$ cat src/rtl/gb_mem_pkg.sv
// gb_mem_pkg
// Shared definitions for the Game Boy style memory subsystem: the OAM DMA
// state encoding, the standard OAM transfer length, the address of the DMA
// trigger register and the read latency assumed for the source memory.
package gb_mem_pkg;

    typedef enum logic [1:0] {
        IDLE,
        READ,
        DRAIN
    } dma_state_t;

    localparam int          OAM_LEN        = 160;
    localparam logic [15:0] DMA_REG_ADDR   = 16'hFF46;
    localparam int          SRC_RD_LATENCY = 1;

endpackage

$ cat src/rtl/oam_dma_ctrl.sv
// oam_dma_ctrl
// Sequences an OAM DMA transfer of LEN bytes from a 256-byte source page into
// OAM, and arbitrates the shared source memory port between the CPU and the
// DMA engine. The DMA engine owns the port for as long as it is busy.
//
// Ports:
//   clka      clock
//   rsta      synchronous active-low reset
//   start     one-cycle request to begin (or restart) a transfer
//   src_page  source page; the source address is {src_page[6:0], idx}
//   cpu_req   CPU access request to the source memory
//   cpu_we    CPU write enable
//   cpu_addr  CPU address
//   cpu_din   CPU write data
//   cpu_dout  CPU read data, a straight copy of mem_dout
//   cpu_grant CPU access accepted this cycle
//   mem_we    source memory write enable
//   mem_addr  source memory address
//   mem_din   source memory write data
//   mem_dout  source memory read data, valid one cycle after mem_addr
//   oam_we    OAM write enable
//   oam_addr  OAM byte index
//   oam_din   OAM write data
//   busy      transfer in progress
//   done      one-cycle pulse when a transfer completes
module oam_dma_ctrl
    import gb_mem_pkg::*;
#(
    parameter int LEN    = OAM_LEN,
    parameter int ADDR_W = 15,
    parameter int DATA_W = 8
) (
    input  logic              clka,
    input  logic              rsta,
    input  logic              start,
    input  logic [7:0]        src_page,
    input  logic              cpu_req,
    input  logic              cpu_we,
    input  logic [ADDR_W-1:0] cpu_addr,
    input  logic [DATA_W-1:0] cpu_din,
    output logic [DATA_W-1:0] cpu_dout,
    output logic              cpu_grant,
    output logic              mem_we,
    output logic [ADDR_W-1:0] mem_addr,
    output logic [DATA_W-1:0] mem_din,
    input  logic [DATA_W-1:0] mem_dout,
    output logic              oam_we,
    output logic [7:0]        oam_addr,
    output logic [DATA_W-1:0] oam_din,
    output logic              busy,
    output logic              done
);

    localparam logic [7:0] LAST_IDX = 8'(LEN - 1);

    dma_state_t  state;
    logic [7:0]  idx;
    logic [6:0]  base;
    logic        wr_pend;
    logic [7:0]  wr_idx;
    logic        done_r;

    // Only the low seven bits of the page select the source; bit 7 is ignored.
    logic unused_src_bit;
    assign unused_src_bit = src_page[7];

    // Transfer sequencer. A start always wins over the current state, so a
    // start during a transfer reloads the page and drops the byte in flight.
    // The read for index k is issued in one cycle and its OAM write lands in
    // the next, which is why wr_pend/wr_idx trail idx by one stage and DRAIN
    // exists only to retire the final write.
    always_ff @(posedge clka) begin
        if (!rsta) begin
            state   <= IDLE;
            idx     <= '0;
            base    <= '0;
            wr_pend <= 1'b0;
            wr_idx  <= '0;
            done_r  <= 1'b0;
        end else begin
            done_r <= 1'b0;
            if (start) begin
                base    <= src_page[6:0];
                idx     <= '0;
                wr_pend <= 1'b0;
                state   <= READ;
            end else begin
                case (state)
                    IDLE: begin
                        wr_pend <= 1'b0;
                    end
                    READ: begin
                        wr_pend <= 1'b1;
                        wr_idx  <= idx;
                        idx     <= idx + 8'd1;
                        if (idx == LAST_IDX) begin
                            state <= DRAIN;
                        end
                    end
                    DRAIN: begin
                        wr_pend <= 1'b0;
                        done_r  <= 1'b1;
                        state   <= IDLE;
                    end
                    default: begin
                        state <= IDLE;
                    end
                endcase
            end
        end
    end

    // Port arbitration: the CPU sees the memory directly while idle; once a
    // transfer is running its requests are refused and writes are discarded.
    always_comb begin
        mem_din = cpu_din;
        if (state == IDLE) begin
            mem_addr  = cpu_addr;
            mem_we    = cpu_req & cpu_we;
            cpu_grant = cpu_req;
        end else begin
            mem_addr  = ADDR_W'({base, idx});
            mem_we    = 1'b0;
            cpu_grant = 1'b0;
        end
    end

    assign cpu_dout = mem_dout;
    assign oam_we   = wr_pend;
    assign oam_addr = wr_idx;
    assign oam_din  = mem_dout;
    assign busy     = (state != IDLE);
    assign done     = done_r;

endmodule
$ cat config.mk
export PLATFORM = sky130hd
export DESIGN_NAME = oam_dma_ctrl
export DESIGN_NICKNAME = d
export VERILOG_FILES = /design/src/rtl/gb_mem_pkg.sv /design/src/rtl/oam_dma_ctrl.sv
export SDC_FILE = /design/constraint.sdc
export NUM_CORES = 1
export LEC_CHECK = 0
export ABC_AREA = 1
export ABC_CLOCK_PERIOD_IN_PS = 1500
export CAP_MARGIN = 20
export CORE_MARGIN = 5
export CORE_UTILIZATION = 35
export CTS_CLUSTER_SIZE = 8
export DETAILED_ROUTE_END_ITERATION = 7
export PLACE_DENSITY_LB_ADDON = 0.08
export SLEW_MARGIN = 30
export SYNTH_ARGS = -nofsm -noshare
export SYNTH_HDL_FRONTEND = slang
export SYNTH_SLANG_ARGS = --single-unit
$ cat constraint.sdc
create_clock -name clka -period 1.5 [get_ports clka]
set_input_delay 0.225 -clock clka [delete_from_list [all_inputs] [get_ports clka]]
set_output_delay 0.225 -clock clka [all_outputs]
set_load 0.02 [all_outputs]
After elaboration in Yosys (flattened, before gate mapping)
Index checks and enable logic that the tools add are counted.
Operators by class
  $add $sub $neg: 1
  muxes and demuxes: 8
  reduce and logical (&&, ||, !) cells: 8
  equality and inequality tests: 6
  bitwise logic cells: 4
Operator list (number)
  $mux 15: 1
  $add 8x1->8 const B: 1
  $eq 8x8->1 const B: 1
  $reduce_and 2->1: 3
  $mux 1: 4
  $ne 2x2->1 const B: 2
  $pmux 2 s2: 1
  $reduce_bool 2->1: 2
  $reduce_or 2->1: 2
  $ne 3x3->1 const B: 1
  $not 1->1: 3
  $eq 2x1->1 const B: 1
  $eq 2x2->1 const B: 1
  $logic_not 2->1: 1
  $mux 2: 1
  $pmux 1 s2: 1
  $and 1x1->1: 1
Word-level totals
  flip-flop bits (word level): 27
  output and inout port bits: 52
  logic and storage cells: 34
  bits of input ports: 44

Depth between registers and ports, before layout
  word-level depth: 4
  gate-level depth with buffers: 7
  depth with buffers taken out: 7

Worst setup path after synthesis
OpenSTA, ideal clock, no wires.
  path kind: register to output
  from: reg state[0]
  to: out mem_addr[0]
  stages on the path, launching flop included: 4
  path buffers: 1
  data arrival time: 1.109 ns
  slack: 0.166 ns
  required time: 1.275 ns
  path through: dfxtp_1 nor2_1 buf_2 o21ai_0
On the way
  word-level cells in the longest chain between the ends: 2
RTL lines
  start: declaration: line oam_dma_ctrl.sv:56  | dma_state_t state;
  start signal: assignment: line oam_dma_ctrl.sv:74  | state <= IDLE;
  start signal: assignment: line oam_dma_ctrl.sv:86  | state <= READ;
  start signal: assignment: line oam_dma_ctrl.sv:97  | state <= DRAIN;
  $logic_not 2->1: line oam_dma_ctrl.sv:117  | if (state == IDLE) begin
  $mux 15: line oam_dma_ctrl.sv:117
  end: declaration: line oam_dma_ctrl.sv:44  | output logic [ADDR_W-1:0] mem_addr,
No other way between the ends.

Worst setup path in the final report
  from: reg wr_idx[2] (netlist: oam_addr[2])
  to: out oam_addr[2]
RTL lines
  start: declaration: line oam_dma_ctrl.sv:60  | logic [7:0] wr_idx;
  start signal: assignment: line oam_dma_ctrl.sv:94  | wr_idx <= idx;
  end: declaration: line oam_dma_ctrl.sv:48  | output logic [7:0] oam_addr,
No word-level cell between the ends.

==> results.py <==
metrics = {
    "worst_setup_path": {
        "crit_type": "reg2out",
        "crit_path_end_kind": "primary output",
        "crit_chain": "clkdlybuf4s50_1",
        "arrival_ps": 1240,
        "crit_family": "buffers and inverters",
        "cp_max_fo": 2,
        "cp-start-kind": "flop",
        "cp_data_required_time_ps": 1270,
        "cp_slowest_cell": "clkdlybuf4s50_1",
        "max_stage_delay_ps": 610,
        "critPathBufInv": 1,
    },
    "sta": {
        "setup_tns_ps": 0,
        "max_slew_margin_pct": 83.6,
        "whs_ps": 450,
        "rsz0062_at_grt": "true",
        "slew_violations": 0,
        "fmax_mhz": 681,
        "period_share_pct": 97.8,
        "fin_skew_ps": 5.97,
        "layout_min_cycle_time_ps": 1470,
        "hold_viol": 0,
        "tightest_slew_ps": 246,
        "timing.final.setup_violations": 0,
    },
    "cells_and_area": {
        "layout_commonest_cell": "nand2_1",
        "stdcell_area_um2": 1960,
        "regArea_um2": 542,
        "finish.utilization_pct": 49.4,
        "num_antenna_cells": 0,
        "multi_input_area_um2": 627,
        "layout-drive-gt1-share_pct": 19.2,
        "fin_nets": 306,
        "syn2layout_area_growth_pct": 37.3,
        "most-common-layout-cells": "nand2_1 (61), clkdlybuf4s50_1 (34), nor2_1 (32)",
        "fillers": 438,
    },
    "synth": {
        "synthCells": 212,
        "syn-cell-area_um2": 1430,
        "yosysSeqAreaShare_pct": 37.8,
        "yosys_warnings": 0,
        "yosysUniqueCellTypes": 16,
        "synth-seq-cells": 27,
        "synth_nets": 257,
        "syn_area_per_cell_um2": 6.74,
    },
    "global_routing": {
        "grt_max_degree": 16,
        "grt_antenna_before_repair": 0,
        "grt_first_pass_wirelength_um": 5980,
        "grt_pass1_vias": 1304,
        "track_usage_pct": 13.8,
        "grt_overflow": 0,
    },
    "floorplan": {
        "initial_core_util_pct": 36.0,
        "die_area_um2": 5460,
        "core-area_um2": 3970,
        "ioPinCount": 96,
        "rows": 23,
        "die_width_um": 73.9,
        "dieHeight_um": 73.9,
    },
    "job": {
        "maxCapViolCount": 0,
    },
    "power_and_ir_drop": {
        "p_sw_w": 0.000402,
        "peakVddDrop_uv": 330,
        "powerDensity_nw_per_um2": 752,
        "leakage_nw": 0.905,
        "clkPwrFrac_pct": 28.0,
        "power_frac_seq_pct": 50.5,
        "p_int_w": 0.00107,
        "combPwrFrac_pct": 21.5,
        "p_sw_share_pct": 27.3,
        "p_total_w": 0.00147,
    },
    "placed_design": {
        "dp_hpwl_um": 2980,
        "numPortBuffers": 54,
        "gp_congestion": 0.716,
        "dpl_cell_area_um2": 1970,
    },
    "clock_network": {
        "cts_hold_buf": 0,
        "cts_tree": "done",
        "clock_latency_ps": 270,
        "clock-sinks": 27,
        "cts_root_buffer": "clkbuf_8",
        "clock_path_buffers": 2,
        "htree_levels": 1,
        "numCtsBuffers": 3,
        "postCtsSetupRepairBufs": 0,
        "path_clk_slew_ps": 90,
    },
    "route": {
        "firstDrtPassIters": 4,
        "drcViolationCount": 0,
        "drtAntennaViolNets": 0,
        "drt_iter0_drc": 44,
        "vias": 1413,
        "wl_um": 3700,
        "viasPerCell": 4.56,
        "wl_per_cell_um": 11.9,
    },
    "outcome": {
        "status": "finished, final reports clean",
    },
    "min_path": {
        "hp-class": "in2out",
    },
}
==> layer usage <==
metal	part of all wire, %	up-vias	global-route usage (%)
met5	0	-	0
met2	46	52	23.1
met4	1.9	0	4.23
met1	44	609	17.8
li1	-	739	-
met3	8.3	13	2.46
==> cell usage after synthesis, drive strengths merged <==
library cell | count | area, um^2
ha | 1 | 12.5
buf | 29 | 216
inv | 14 | 52.6
nand3 | 13 | 65.1
nor2 | 35 | 146
nand2 | 63 | 241
o21ai | 14 | 70.1
nor3 | 3 | 15.0
xor2 | 1 | 8.76
a21oi | 12 | 60.1
dfxtp | 27 | 541
==> power groups by stage <==
stage               combinational [W]  sequential [W]  clock [W]
CTS                          0.000322        0.000744   0.000428
global placement             0.000350        0.000760          0
finish                       0.000317        0.000744   0.000414
detailed placement           0.000350        0.000761          0
floorplan                    0.000246        0.000763          0
global route                 0.000349        0.000747   0.000452
==> per-stage QoR <==
stage,std cells,setup WS [ps]
after global placement,306,-179
after detailed placement,306,-190
after global routing,310,-26.7
after CTS,310,-69.6
final,310,32.5
after floorplan,212,166
==> final cells by class <==
class	instances	share of cell area, %
Tap cell	50	3.19
Sequential cell	27	27.6
Multi-Input combinational cell	142	32.0
Clock buffer	3	2.10
Clock inverter	1	0.255
Timing Repair Buffer	73	32.2
Inverter	14	2.68
==> cell families (layout without fill, tap and decap cells) <==
family	after synthesis	count (layout)	share of synthesized area, %
xor gates and xnor gates	1	1	0.613
AOI/OAI and AO/OA	26	26	9.11
buffers and inverters	43	91	18.8
adders and majority gates	1	1	0.876
and+or+nand+nor	114	114	32.7
DFF	27	27	37.8
==> flip-flops by register name (all words and copies together) (netlist names) <==
| signal | cells |
|---|---|
| idx | 8 |
| oam_addr | 8 |
| base | 7 |
| state | 2 |
| done | 1 |
| oam_we | 1 |
==> path summary, 6_finish.rpt <==
check / start / endpoint / slack (ps) / cells after the start
max: oam_addr[2] / oam_addr[2] / 30 / 1
min: cpu_din[3] / mem_din[3] / 450 / 0
max reg2reg: state[0] / oam_addr[6] / 290 / 6
min reg2reg: idx[0] / idx[0] / 460 / 2
==> timing repair <==
item,in CTS,in global routing
pin swaps,0,1
resized for setup,72,14
endpoints found under the hold margin,0,0
endpoints found under the setup margin,18,17
(Power assumes the default switching activity.)
